File: src/rtl/multi_clkdiv.sv
// Multi-channel clock divider: per-channel one-cycle tick enable and 50% square wave,
// with run-time reloadable divisors, global phase realign and divisor readback.

module multiClkdivCh #(
    parameter int               CNT_W   = 26,
    parameter logic [CNT_W-1:0] DEF_DIV = '0
) (
    input  logic             clk,
    input  logic             rst,
    input  logic             run,
    input  logic             syncClr,
    input  logic             wrHit,
    input  logic [CNT_W-1:0] wrDiv,
    output logic             tick,
    output logic             sq,
    output logic [CNT_W-1:0] div
);
    logic [CNT_W-1:0] cnt;
    logic             atTerm;
    logic             divZero;

    // cnt never exceeds div-1, so a plain equality is enough to find the terminal count.
    assign divZero = (div == '0);
    assign atTerm  = (cnt == div - CNT_W'(1));

    always_ff @(posedge clk or posedge rst) begin
        if (rst) begin
            div  <= DEF_DIV;
            cnt  <= '0;
            tick <= 1'b0;
            sq   <= 1'b0;
        end else if (syncClr) begin
            cnt  <= '0;
            tick <= 1'b0;
            sq   <= 1'b0;
        end else if (wrHit) begin
            // Restart phase so a stale count can never sit above a smaller new divisor.
            div  <= wrDiv;
            cnt  <= '0;
            tick <= 1'b0;
            sq   <= 1'b0;
        end else if (divZero) begin
            cnt  <= '0;
            tick <= 1'b0;
        end else if (run) begin
            if (atTerm) begin
                cnt  <= '0;
                tick <= 1'b1;
                sq   <= ~sq;
            end else begin
                cnt  <= cnt + CNT_W'(1);
                tick <= 1'b0;
            end
        end else begin
            tick <= 1'b0;
        end
    end
endmodule

module multi_clkdiv #(
    parameter int                      NUM_CH  = 3,
    parameter int                      CNT_W   = 26,
    parameter logic [NUM_CH*CNT_W-1:0] DEF_DIV = {26'd1000000, 26'd50000000, 26'd100000}
) (
    input  logic                    clk,
    input  logic                    rst,
    input  logic                    run,
    input  logic                    sync_clr,
    input  logic                    wr_en,
    input  logic [2:0]              wr_ch,
    input  logic [CNT_W-1:0]        wr_div,
    output logic [NUM_CH-1:0]       tick,
    output logic [NUM_CH-1:0]       sq,
    output logic [NUM_CH*CNT_W-1:0] div_q
);
    logic [NUM_CH-1:0]            wrHit;
    logic [NUM_CH-1:0][CNT_W-1:0] divArr;

    genvar gi;
    generate
        for (gi = 0; gi < NUM_CH; gi++) begin : gCh
            // sync_clr outranks a same-cycle write; out-of-range wr_ch matches no channel.
            assign wrHit[gi] = wr_en && !sync_clr && (wr_ch == 3'(gi));

            multiClkdivCh #(
                .CNT_W  (CNT_W),
                .DEF_DIV(DEF_DIV[gi*CNT_W +: CNT_W])
            ) uCh (
                .clk    (clk),
                .rst    (rst),
                .run    (run),
                .syncClr(sync_clr),
                .wrHit  (wrHit[gi]),
                .wrDiv  (wr_div),
                .tick   (tick[gi]),
                .sq     (sq[gi]),
                .div    (divArr[gi])
            );
        end
    endgenerate

    assign div_q = divArr;
endmodule

File: config.mk
export PLATFORM = sky130hd
export DESIGN_NAME = multi_clkdiv
export DESIGN_NICKNAME = d
export VERILOG_FILES = /design/src/rtl/multi_clkdiv.sv
export SDC_FILE = /design/constraint.sdc
export NUM_CORES = 1
export LEC_CHECK = 0
export ABC_CLOCK_PERIOD_IN_PS = 9000
export BUFFER_PORTS_ARGS = -buffer_cell sky130_fd_sc_hd__buf_2
export CAP_MARGIN = 20
export CORE_MARGIN = 5
export CORE_UTILIZATION = 40
export CTS_BUF_LIST = sky130_fd_sc_hd__clkbuf_4 sky130_fd_sc_hd__clkbuf_8 sky130_fd_sc_hd__clkbuf_16
export DETAILED_ROUTE_END_ITERATION = 6
export PLACE_DENSITY = 0.67
export SYNTH_ARGS = -nofsm -noshare
export SYNTH_HDL_FRONTEND = slang
export SYNTH_SLANG_ARGS = --single-unit
File: constraint.sdc
create_clock -name clk -period 9 [get_ports clk]
set_input_delay 2.7 -clock clk [delete_from_list [all_inputs] [get_ports clk]]
set_output_delay 2.7 -clock clk [all_outputs]
set_load 0.01 [all_outputs]
==> flow_summary.toml <==
[placement]
place.gp.congestion = 0.869
portBuffers = 117
dpl.hpwl_mm = 22.7

[grt]
grt_pass1_vias = 8698
antenna_found_initial = 0
grt_start_max_net_pins = 99
grt_pass1_wl_mm = 48.5
grt.total_usage_pct = 21.0
grt-ovfl-total = 0

[finish]
fin_nets = 1266
final_util_pct = 46.1
diodes = 0
area_growth_syn_to_layout_pct = 13.4
drive_gt1_share_pct = 21.1

[setup_path]
worst_path_largest_cell_delay_ns = 0.83
critPathMaxFanout = 20
reg2regPathDepth = 8
cp_top_family = "simple AND/OR/NAND/NOR gates"
cp_num_cells = 8
critPathRequiredTime_ns = 9.29
crit_path_end_kind = "flip-flop"
r2r_slack_ns = 4.27
crit_buf_inv = 0
worstReg2RegEnd = "gCh[2].uCh.cnt[18]"
critPathArrivalTime_ns = 5.01
crit_slowest_cell = "nor4_2"
cp-start-kind = "flip-flop"
criticalPathCategory = "flip-flop to flip-flop"
crit_chain = "or4_1 > nor4_2 > nand4_1 > xnor2_1 > nor4bb_1 > nand4b_1 > nand2_1 > o311ai_0"
regToRegStartpoint = "gCh[2].uCh.div[8]"

[timing]
rsz0062_at_grt = "false"
fin_crit_sh_pct = 52.5
finalSetupViolCount = 0
final.min_clock_period_ns = 4.73
fin_setup_tns_ns = 0
slew_headroom_pct = 31.0
worstMarginPinSlew_ns = 1.02
fmax_ghz = 0.212
slew_viol_final = 0
skew_ns = 0.0113
hold_violations = 0

[run]
max_cap_viol_count = 0

[logic_synthesis]
syn_inst = 1146
synthTopCellsByCount = "nand2_1, dfrtp_1, nor2_1, xnor2_1, xor2_1"
ys_async_sr_fraction_pct = 100
ys_seq_area_share_pct = 39.9
yosys_warnings = 0
avgSynthCellArea_um2 = 8.93
synth_top_area_cell = "dfrtp_1"
syn_nets = 1186
synth_area_leaders = "dfrtp_1, xnor2_1, dfstp_2, nand2_1, xor2_1"
syn_area_um2 = 10200
synth_edf_count = 0
ys_ff_latch = 162
synth_top_cell_area_share_pct = 33.5
synth_cell_types = 69
ys.flop_type = "dfrtp_1"
yosysMostFrequentCell = "nand2_1"

[routing]
route.detailed.drc = 0
drt_pass1_iterations = 6
wl_mm = 30.9
vias = 9233
wl_per_cell_um = 19.7
drt-initial-drc-count = 932
vias_per_cell = 5.88
ant_nets = 0

[floorplan]
die_h_um = 170
die_x_um = 170
initial_core_util_pct = 40.7
fp.dieArea_um2 = 28900
coreArea_um2 = 25200
rows = 58
ioPinCount = 118

[clock_tree]
cts.repair.resized = 0
clk-insertion-delay-late_ns = 0.44
clk_pin_slew_ns = 0.07
clockBufferDepth = 2
cts-root-buf = "clkbuf_16"
cts_tree = "yes"
cts_made_buffers = 17
postCtsSetupBuffers = 0
clkSinkCount = 162
h-tree-depth = 4
cts_hold_buf = 0

[power_and_ir_drop]
pwr-share-clk_pct = 30.5
pwr-share-comb_pct = 26.2
power.internal_mw = 1.49
seqPwrFrac_pct = 43.3
power_switching_share_pct = 36.2
p_sw_mw = 0.848
p_leak_nw = 4.81
p_per_area_nw_per_um2 = 202
ir_worst_vdd_v = 0.000140

[worst_hold_path]
hold_depth = 2
hp-start = "gCh[1].uCh.div[17]"
min_to = "gCh[1].uCh.div[17]"
min_path_type = "flip-flop to flip-flop"

[run_status]
outcome = "finished clean"
## power by group through the flow
| stage | sequential, mW | combinational [mW] | clock (mW) |
|---|---|---|---|
| 5_1_grt | 1.03 | 0.675 | 0.756 |
| 2_1_floorplan | 0.983 | 0.402 | 0 |
| 3_3_place_gp | 1.02 | 0.599 | 0 |
| 6_report | 1.01 | 0.614 | 0.715 |
| 4_1_cts | 1.01 | 0.615 | 0.722 |
| 3_5_place_dp | 1.02 | 0.611 | 0 |
## layout by cell type, fill, tap and decap left out, types with 24 or more instances in the layout
cell,netlist,routed
nand2_1,167,167
xor2_1,63,63
nor2_1,87,87
mux2_2,46,46
or4_1,26,26
dfrtp_1,137,137
buf_2,4,117
dfstp_2,25,25
nand4_1,24,24
nor4_1,26,25
o21ai_0,41,41
xnor2_1,82,82
nor3_1,59,57
nand3_1,54,54
## stage by stage
stage / std cells / setup WS, ns / cell area, µm² / hold slack, ns / power, mW
global placement: 1537 / 3.99 / 11000 / 0.488 / 1.62
global route: 1569 / 3.85 / 11600 / 0.538 / 2.46
CTS: 1569 / 4.40 / 11600 / 0.505 / 2.35
floorplan: 1146 / 1.96 / 10200 / 0.479 / 1.39
detailed placement: 1537 / 3.93 / 11000 / 0.497 / 1.63
finish: 1569 / 4.27 / 11600 / 0.498 / 2.34
## per-layer routing
metal	GRT usage (%)	wire, µm
met2	32.5	14100
met4	7.43	918
met1	28.8	13500
met5	0	0
met3	5.37	2320
## worst max path at each step
stage                           start                 end
CTS                          sync_clr   gCh[1].uCh.cnt[0]
global placement             sync_clr   gCh[1].uCh.cnt[0]
floorplan                         rst   gCh[0].uCh.cnt[0]
finish              gCh[2].uCh.div[8]  gCh[2].uCh.cnt[18]
global route        gCh[2].uCh.div[8]  gCh[2].uCh.cnt[22]
detailed placement           sync_clr   gCh[1].uCh.cnt[0]
## registers in the layout, indices dropped and copies added, names as in the netlist
register,flops
gCh.uCh.cnt,78
gCh.uCh.div,78
gCh.uCh.sq,3
gCh.uCh.tick,3
## final cells by class
cell class	instances	area (µm²)
clock buffer	19	440
clock inverter	13	129
fill	2393	13600
inverter	22	87.6
multi-input combinational	899	5820
sequential	162	4090
tap	330	413
timing repair buffer	124	638
## worst register-to-register path: cells and delay by family (launching register included)
kind / cells / cell delay, ns
simple gates: 6 / 3.59
compound gates: 1 / 0.20
flops: 1 / 0.49
xor+xnor: 1 / 0.30
## logic make-up (layout without fill, tap and decap cells)
| group | Yosys count | in the layout | share of synthesized area (%) |
|---|---|---|---|
| AND/OR/NAND/NOR | 558 | 558 | 28.5 |
| adder cells (fa/ha/maj) | 6 | 6 | 0.733 |
| AO/OA/AOI/OAI | 130 | 130 | 8.46 |
| multiplexers | 60 | 60 | 6.43 |
| flip-flops | 162 | 162 | 39.9 |
| buffers and inverters | 85 | 178 | 3.53 |
| XOR/XNOR | 145 | 145 | 12.4 |
Power figures use the tool's default switching activity.
